--- src/rtl/sig_gen_pkg.sv ---
// sig_gen_pkg: shared types and constants for the sig_gen square-wave source.
// Holds the conversion FSM state type, datapath widths, the largest
// reachable frequency, and small helpers for the BCD-to-binary datapath.
package sig_gen_pkg;

    localparam int unsigned BCD_W    = 4;
    localparam int unsigned FREQ_W   = 17;
    localparam int unsigned INC_W    = 18;
    localparam int unsigned ACC_W    = 28;
    localparam int unsigned MAX_FREQ = 99990;

    typedef enum logic [1:0] {
        IDLE,
        CONV,
        APPLY
    } state_t;

    // Multiply by ten with two shifts and an add.
    function automatic logic [FREQ_W-1:0] times10(input logic [FREQ_W-1:0] v);
        return (v << 3) + (v << 1);
    endfunction

    function automatic logic is_bcd(input logic [BCD_W-1:0] d);
        return d <= 4'd9;
    endfunction

endpackage

--- src/rtl/sig_gen_if.sv ---
// sig_gen_if: setting/status bus of the signal generator.
//   load, d_th, d_hun, d_ten, d_one, range_x10 : new setting request (master -> slave)
//   busy, err, freq_bin, range_out             : conversion status and applied setting
interface sig_gen_if;
    import sig_gen_pkg::*;

    logic              load;
    logic [BCD_W-1:0]  d_th;
    logic [BCD_W-1:0]  d_hun;
    logic [BCD_W-1:0]  d_ten;
    logic [BCD_W-1:0]  d_one;
    logic              range_x10;
    logic              busy;
    logic              err;
    logic [FREQ_W-1:0] freq_bin;
    logic              range_out;

    modport master (
        output load, d_th, d_hun, d_ten, d_one, range_x10,
        input  busy, err, freq_bin, range_out
    );

    modport slave (
        input  load, d_th, d_hun, d_ten, d_one, range_x10,
        output busy, err, freq_bin, range_out
    );

endinterface

--- src/rtl/sig_gen_frac_toggle.sv ---
// frac_toggle: fractional accumulator that toggles sigout at an exact
// average rate of inc toggles per CLK_HZ cycles (inc = 2*f gives f Hz).
//   sysclk  : clock
//   reset   : synchronous active-high reset
//   enable  : 0 clears the accumulator and holds sigout low
//   inc     : per-cycle phase increment; 0 also idles the output
//   sigout  : generated square wave
module frac_toggle
    import sig_gen_pkg::*;
#(
    parameter int unsigned CLK_HZ = 100_000_000
) (
    input  logic             sysclk,
    input  logic             reset,
    input  logic             enable,
    input  logic [INC_W-1:0] inc,
    output logic             sigout
);

    localparam logic [ACC_W:0] LIMIT = (ACC_W + 1)'(CLK_HZ);

    logic [ACC_W-1:0] acc_q;
    logic [ACC_W-1:0] acc_d;
    logic             sig_q;
    logic             sig_d;
    logic [ACC_W:0]   sum;

    // One extra bit so acc + inc cannot overflow before the compare.
    assign sum = {1'b0, acc_q} + (ACC_W + 1)'(inc);

    always_comb begin
        acc_d = '0;
        sig_d = 1'b0;
        if (enable && (inc != '0)) begin
            if (sum >= LIMIT) begin
                acc_d = ACC_W'(sum - LIMIT);
                sig_d = ~sig_q;
            end else begin
                acc_d = sum[ACC_W-1:0];
                sig_d = sig_q;
            end
        end
    end

    always_ff @(posedge sysclk) begin
        if (reset) begin
            acc_q <= '0;
            sig_q <= 1'b0;
        end else begin
            acc_q <= acc_d;
            sig_q <= sig_d;
        end
    end

    assign sigout = sig_q;

endmodule

--- src/rtl/sig_gen.sv ---
// sig_gen: programmable square-wave generator. Four BCD digits (optionally
// x10) are converted to binary over four cycles, then applied as the
// increment of a fractional toggle accumulator.
//   sysclk : clock
//   reset  : synchronous active-high reset
//   enable : level; 0 idles sigout low
//   sigout : generated square wave
//   bus    : setting request and status (see sig_gen_if)
module sig_gen
    import sig_gen_pkg::*;
#(
    parameter int unsigned CLK_HZ = 100_000_000
) (
    input  logic     sysclk,
    input  logic     reset,
    input  logic     enable,
    output logic     sigout,
    sig_gen_if.slave bus
);

    state_t                      state_q;
    state_t                      state_d;
    logic [3:0][BCD_W-1:0]       digits_q;
    logic [1:0]                  cnt_q;
    logic [FREQ_W-1:0]           val_q;
    logic                        range_q;
    logic                        err_q;
    logic [FREQ_W-1:0]           freq_q;
    logic                        range_out_q;
    logic [INC_W-1:0]            inc_q;

    logic                        bad_digit;
    logic                        accept;
    logic                        reject;
    logic                        step;
    logic                        apply;
    logic [FREQ_W-1:0]           val_next;
    logic [FREQ_W-1:0]           freq_new;

    assign bad_digit = !is_bcd(bus.d_th) || !is_bcd(bus.d_hun) ||
                       !is_bcd(bus.d_ten) || !is_bcd(bus.d_one);

    // digits_q[0] holds the thousands digit so cnt_q walks MSD first.
    assign val_next = times10(val_q) + FREQ_W'(digits_q[cnt_q]);
    assign freq_new = range_q ? times10(val_q) : val_q;

    always_comb begin
        state_d = state_q;
        accept  = 1'b0;
        reject  = 1'b0;
        step    = 1'b0;
        apply   = 1'b0;
        unique case (state_q)
            IDLE: begin
                if (bus.load) begin
                    if (bad_digit) begin
                        reject = 1'b1;
                    end else begin
                        accept  = 1'b1;
                        state_d = CONV;
                    end
                end
            end
            CONV: begin
                step = 1'b1;
                if (cnt_q == 2'd3) begin
                    state_d = APPLY;
                end
            end
            APPLY: begin
                apply   = 1'b1;
                state_d = IDLE;
            end
            default: state_d = IDLE;
        endcase
    end

    always_ff @(posedge sysclk) begin
        if (reset) begin
            state_q     <= IDLE;
            digits_q    <= '0;
            cnt_q       <= '0;
            val_q       <= '0;
            range_q     <= 1'b0;
            err_q       <= 1'b0;
            freq_q      <= '0;
            range_out_q <= 1'b0;
            inc_q       <= '0;
        end else begin
            state_q <= state_d;
            if (accept) begin
                digits_q <= {bus.d_one, bus.d_ten, bus.d_hun, bus.d_th};
                range_q  <= bus.range_x10;
                err_q    <= 1'b0;
                val_q    <= '0;
                cnt_q    <= '0;
            end
            if (reject) begin
                err_q <= 1'b1;
            end
            if (step) begin
                val_q <= val_next;
                cnt_q <= cnt_q + 2'd1;
            end
            if (apply) begin
                freq_q      <= freq_new;
                range_out_q <= range_q;
                inc_q       <= {freq_new, 1'b0};
            end
        end
    end

    assign bus.busy      = (state_q != IDLE);
    assign bus.err       = err_q;
    assign bus.freq_bin  = freq_q;
    assign bus.range_out = range_out_q;

    frac_toggle #(
        .CLK_HZ(CLK_HZ)
    ) u_toggle (
        .sysclk(sysclk),
        .reset (reset),
        .enable(enable),
        .inc   (inc_q),
        .sigout(sigout)
    );

endmodule

--- src/flat_wrapper.sv ---
// flat-port wrapper written by rule: the top's interface ports become plain ports
module sig_gen_flat import sig_gen_pkg::*;
#(
    parameter int unsigned CLK_HZ = 100_000_000
)
  (sysclk, reset, enable, sigout, bus_load, bus_d_th, bus_d_hun, bus_d_ten, bus_d_one, bus_range_x10, bus_busy, bus_err, bus_freq_bin, bus_range_out);
  sig_gen_if bus_i ();
  input  logic sysclk;
  input  logic reset;
  input  logic enable;
  output logic sigout;
  input wire logic [$bits(bus_i.load)-1:0] bus_load;
  input wire logic [$bits(bus_i.d_th)-1:0] bus_d_th;
  input wire logic [$bits(bus_i.d_hun)-1:0] bus_d_hun;
  input wire logic [$bits(bus_i.d_ten)-1:0] bus_d_ten;
  input wire logic [$bits(bus_i.d_one)-1:0] bus_d_one;
  input wire logic [$bits(bus_i.range_x10)-1:0] bus_range_x10;
  output wire logic [$bits(bus_i.busy)-1:0] bus_busy;
  output wire logic [$bits(bus_i.err)-1:0] bus_err;
  output wire logic [$bits(bus_i.freq_bin)-1:0] bus_freq_bin;
  output wire logic [$bits(bus_i.range_out)-1:0] bus_range_out;
  assign bus_i.load = bus_load;
  assign bus_i.d_th = bus_d_th;
  assign bus_i.d_hun = bus_d_hun;
  assign bus_i.d_ten = bus_d_ten;
  assign bus_i.d_one = bus_d_one;
  assign bus_i.range_x10 = bus_range_x10;
  assign bus_busy = bus_i.busy;
  assign bus_err = bus_i.err;
  assign bus_freq_bin = bus_i.freq_bin;
  assign bus_range_out = bus_i.range_out;
  sig_gen #(.CLK_HZ(CLK_HZ)) u_core (.sysclk(sysclk), .reset(reset), .enable(enable), .sigout(sigout), .bus(bus_i));
endmodule
--- config.mk ---
export PLATFORM = sky130hd
export DESIGN_NAME = sig_gen_flat
export DESIGN_NICKNAME = d
export VERILOG_FILES = /design/src/rtl/sig_gen_pkg.sv /design/src/rtl/sig_gen_if.sv /design/src/rtl/sig_gen_frac_toggle.sv /design/src/rtl/sig_gen.sv /design/src/flat_wrapper.sv
export SDC_FILE = /design/constraint.sdc
export NUM_CORES = 1
export LEC_CHECK = 0
export CAP_MARGIN = 0
export CELL_PAD_IN_SITES_DETAIL_PLACEMENT = 1
export CELL_PAD_IN_SITES_GLOBAL_PLACEMENT = 2
export CORE_MARGIN = 4
export CORE_UTILIZATION = 37
export CTS_BUF_LIST = sky130_fd_sc_hd__clkbuf_4 sky130_fd_sc_hd__clkbuf_8
export CTS_CLUSTER_SIZE = 20
export DETAILED_ROUTE_END_ITERATION = 7
export GPL_ROUTABILITY_DRIVEN = 0
export PLACE_DENSITY_LB_ADDON = 0.1
export SLEW_MARGIN = 0
export SYNTH_ARGS = -nofsm -noshare
export SYNTH_HDL_FRONTEND = slang
export SYNTH_SLANG_ARGS = --single-unit
export TNS_END_PERCENT = 50
--- constraint.sdc ---
create_clock -name sysclk -period 4.2 [get_ports sysclk]
set_input_delay 0.84 -clock sysclk [delete_from_list [all_inputs] [get_ports sysclk]]
set_output_delay 0.84 -clock sysclk [all_outputs]
set_load 0.01 [all_outputs]
==> flow_summary.json <==
{
  "seq_power_share_pct": 53.6,
  "pin_count": 42,
  "timing.slew.headroom_pct": 28.4,
  "n_fill_cell": 1789,
  "p_leak_nw": 2.53,
  "postLayoutSetupSlackWorst_ns": 0.122,
  "async_flop_share_pct": 0,
  "mappedNetlistArea_mm2": 0.00567,
  "synth-seq-cells": 85,
  "rsz0062_at_grt": "true",
  "clock_sink_total": 85,
  "timing.hold.worst.class": "reg2reg",
  "synth-xor-area-share_pct": 8.49,
  "die-height_um": 132,
  "synthTopCellsByArea": "sky130_fd_sc_hd__dfxtp_1 30%, sky130_fd_sc_hd__ha_1 7.7%, sky130_fd_sc_hd__a21oi_1 6.5%",
  "cts.root.buffer_cell": "sky130_fd_sc_hd__clkbuf_8",
  "core.rowCount": 44,
  "layout.nets": 808,
  "worst-r2r-setup-slack_ns": 0.12,
  "drt-pass1-iter-count": 4,
  "switching_share_pct": 24.2,
  "area_growth_syn_to_layout_pct": 17.3,
  "route.final.wire_length_um": 17400,
  "grt_antenna_before_repair": 0,
  "post_synth_fa_ha_maj_area_fraction_pct": 8.78,
  "worst_clock_skew_ns": 0.0148,
  "endpoint_kind": "flip-flop",
  "startpoint": "u_core.bus.freq_bin[0]",
  "worst-slew-pin-transition_ns": 1.07,
  "run_status": "complete, no violations",
  "pin_count_of_the_biggest_net_entering_global_routing": 33,
  "dp_worst_setup_slack_ns": 0.0328,
  "die_x_um": 132,
  "power_density_mw_per_mm2": 230,
  "worstPathCellList": "ha_2 > inv_1 > fa_1 > nand2b_1 > a21oi_2 > o211ai_1 > a21bo_2 > a2111oi_2 > a221oi_1 > a21o_1 > or4b_4 > a211oi_4 > a311oi_1 > a41o_1",
  "post-layout-total-power_mw": 1.53,
  "worst_setup_hold_path_clk_slew_ns": 0.10,
  "cp.arrival_ns": 4.34,
  "globalRouteOverflowTotal": 0,
  "r2r_cells": 14,
  "timing.final.max_slew_violations": 0,
  "synth_largest_type_area_fraction_pct": 30.0,
  "multi_input_comb_area_mm2": 0.00384,
  "synth_top_family_by_area": "compound AO/OA/AOI/OAI gates",
  "floorplan.initialDensity_pct": 38.5,
  "regArea_mm2": 0.00170,
  "worst_path_cell_with_the_longest_stage_delay": "sky130_fd_sc_hd__or4b_4",
  "avgViaCountPerCell": 5.65,
  "detailroute.via_count": 5303,
  "synth_fp_nets": 756,
  "holdBufCountCts": 0,
  "critical_path_peak_fanout": 6,
  "layout_worst_path_cycle_share_pct": 97.1,
  "floorplan.die_area_mm2": 0.0174,
  "syn_avg_cell_area_um2": 8.14,
  "clock.fmax_mhz": 245,
  "synth_cells": 697,
  "latest_clock_arrival_within_the_worst_skew_pair_ns": 0.37,
  "postLayoutCoreUtil_pct": 45.1,
  "synth_seq_area_share_pct": 30.0,
  "grt_usage_pct": 20.1,
  "detail_route.iter0.violations": 169,
  "global_route_wire_length_before_repair_um": 28500,
  "worstReg2RegEnd": "u_core.u_toggle.acc_q[16]",
  "fraction_of_layout_instances_using_a_drive_strength_above_1_pct": 10.1,
  "power.internal_mw": 1.16,
  "max_cap_violations": 0,
  "power.switching_mw": 0.370,
  "cts.htree.levels": 3,
  "number_of_global_route_vias_before_repair": 5440,
  "synth_mux_area_share_pct": 4.41,
  "drc": 0,
  "worst-endpoint-required_ns": 4.46,
  "synthSimpleGateAreaFrac_pct": 21.1,
  "post_route_antenna_net_violation_count": 0,
  "finalHoldViolations": 0,
  "postSynth.topFlopCell": "sky130_fd_sc_hd__dfxtp_1",
  "cts_inserted_buffers": 9,
  "worstSetupStartpointType": "flip-flop",
  "critPathKind": "reg2reg",
  "cts_tree": "done",
  "wl_per_cell_um": 18.5,
  "power.share.clock_pct": 41.4,
  "maximum_resistive_drop_on_vdd_mv": 0.124,
  "setup-violations-final": 0,
  "number_of_diodes": 0,
  "clock_path_buffers": 2,
  "crit_path_max_incr_delay_ns": 0.59,
  "timing.final.crit_period_ns": 4.08,
  "share_of_power_burned_in_combinational_logic_pct": 5.0,
  "post_synth_num_cell_types": 64,
  "port-buffer-count": 41,
  "cp-endpoint": "u_core.u_toggle.acc_q[16]",
  "regToRegStartpoint": "u_core.bus.freq_bin[0]",
  "cell_accounting_for_the_most_synthesized_area": "sky130_fd_sc_hd__dfxtp_1",
  "placeable_core_region_mm2": 0.0148,
  "post-dp-hpwl_um": 13500,
  "synth-compound-area-share_pct": 23.9,
  "worstHoldStart": "u_core.digits_q[2]",
  "synth-warning-count": 0,
  "synth-edff-count": 0
}
## per-layer routing
layer | vias up | part of all wire, % | global-route usage [%]
met4 | 0 | 1.5 | 6.42
li1 | 2631 | - | -
met2 | 64 | 50 | 34.9
met3 | 18 | 3.3 | 2.56
met5 | - | 0 | 0
met1 | 2590 | 45 | 26.1
## per-stage QoR
step / cells / hold WS (ns) / setup TNS (ns) / instance area (um2)
2_1_floorplan: 697 / 0.433 / 0 / 5670
4_1_cts: 933 / 0.464 / 0 / 6580
5_1_grt: 938 / 0.484 / -0.0396 / 6660
6_report: 938 / 0.461 / 0 / 6660
3_5_place_dp: 917 / 0.450 / 0 / 6370
3_3_place_gp: 917 / 0.442 / 0 / 6370
## critical path: cells and delay by family, from the launching register on
family | cells | cell delay, ns
AO/OA/AOI/OAI | 9 | 2.15
AND/OR/NAND/NOR | 2 | 0.79
adder cells (fa/ha/maj) | 2 | 0.59
flip-flops | 1 | 0.35
buffers and inverters | 1 | 0.06
## cell usage after synthesis, drive strengths merged (3+ instances only)
cell type / instances
nor2: 64
a22o: 4
buf: 7
o211ai: 8
a21o: 18
mux2i: 16
a21boi: 5
fa: 3
nor2b: 5
and3: 12
dfxtp: 85
o21bai: 3
o21a: 9
nand2b: 12
and4: 4
nand3: 31
o311ai: 4
inv: 13
or2: 3
a21oi: 74
nand4: 3
nand2: 78
nor3: 15
nor4: 3
xor2: 21
xnor2: 34
nor3b: 3
ha: 35
clkbuf: 23
a31oi: 5
a22oi: 3
and2: 5
mux4: 4
a211oi: 24
o21ai: 32
nand3b: 4
## cell families (layout without fill, tap and decap cells)
group	count (synthesis)	in the layout
AND/OR/NAND/NOR	250	251
AO/OA/AOI/OAI	206	206
flip-flops	85	85
XOR/XNOR	55	55
buffers and inverters	43	99
adder cells (fa/ha/maj)	38	38
multiplexers	20	20
## state kept, by name (all words and copies together), names as in the netlist, 2 cells and up
signal	flops
u_core.u_toggle.acc_q	27
u_core.bus.freq_bin	17
u_core.val_q	17
u_core.digits_q	16
u_core.cnt_q	2
u_core.state_q	2
## layout make-up
type / count / share of cell area [%]
sequential: 85 / 25.6
inverter: 13 / 0.733
clock inverter: 5 / 0.921
clock buffer: 11 / 2.27
multi-input combinational: 570 / 57.7
timing repair buffer: 70 / 9.36
tap: 184 / 3.46
## worst min-delay path by stage
stage	endpoint	slack [ns]	depth (start not counted)
floorplan	u_core.digits_q[10]	0.43	2
global placement	u_core.digits_q[12]	0.44	2
detailed placement	u_core.digits_q[9]	0.45	2
CTS	u_core.digits_q[9]	0.46	2
global route	u_core.digits_q[14]	0.48	2
finish	u_core.digits_q[2]	0.46	2
## power groups by stage
stage / sequential (mW) / clock, mW / combinational [mW]
detailed placement: 0.840 / 0 / 0.0784
global route: 0.823 / 0.698 / 0.0850
floorplan: 0.835 / 0 / 0.0443
finish: 0.821 / 0.634 / 0.0768
CTS: 0.822 / 0.664 / 0.0787
global placement: 0.840 / 0 / 0.0765
## layout by cell type, fill, tap and decap left out, types with 13 or more instances in the layout
master / instances
sky130_fd_sc_hd__xnor2_1: 34
sky130_fd_sc_hd__nor3_1: 14
sky130_fd_sc_hd__nand2_1: 77
sky130_fd_sc_hd__buf_4: 29
sky130_fd_sc_hd__a21oi_1: 73
sky130_fd_sc_hd__nand3_1: 31
sky130_fd_sc_hd__mux2i_1: 16
sky130_fd_sc_hd__a211oi_1: 20
sky130_fd_sc_hd__o21ai_0: 29
sky130_fd_sc_hd__dfxtp_1: 84
sky130_fd_sc_hd__clkdlybuf4s50_1: 40
sky130_fd_sc_hd__a21o_1: 18
sky130_fd_sc_hd__xor2_1: 21
sky130_fd_sc_hd__nor2_1: 64
sky130_fd_sc_hd__inv_1: 13
sky130_fd_sc_hd__ha_1: 34
## repair_timing
| item | 4_1_cts | 5_1_grt |
|---|---|---|
| buffers inserted | 0 | 4 |
| pin swaps | 1 | 6 |
| resized for setup | 1 | 12 |
| endpoints found under the setup margin | 1 | 19 |
| gates cloned | 0 | 1 |
(Power assumes the default switching activity.)
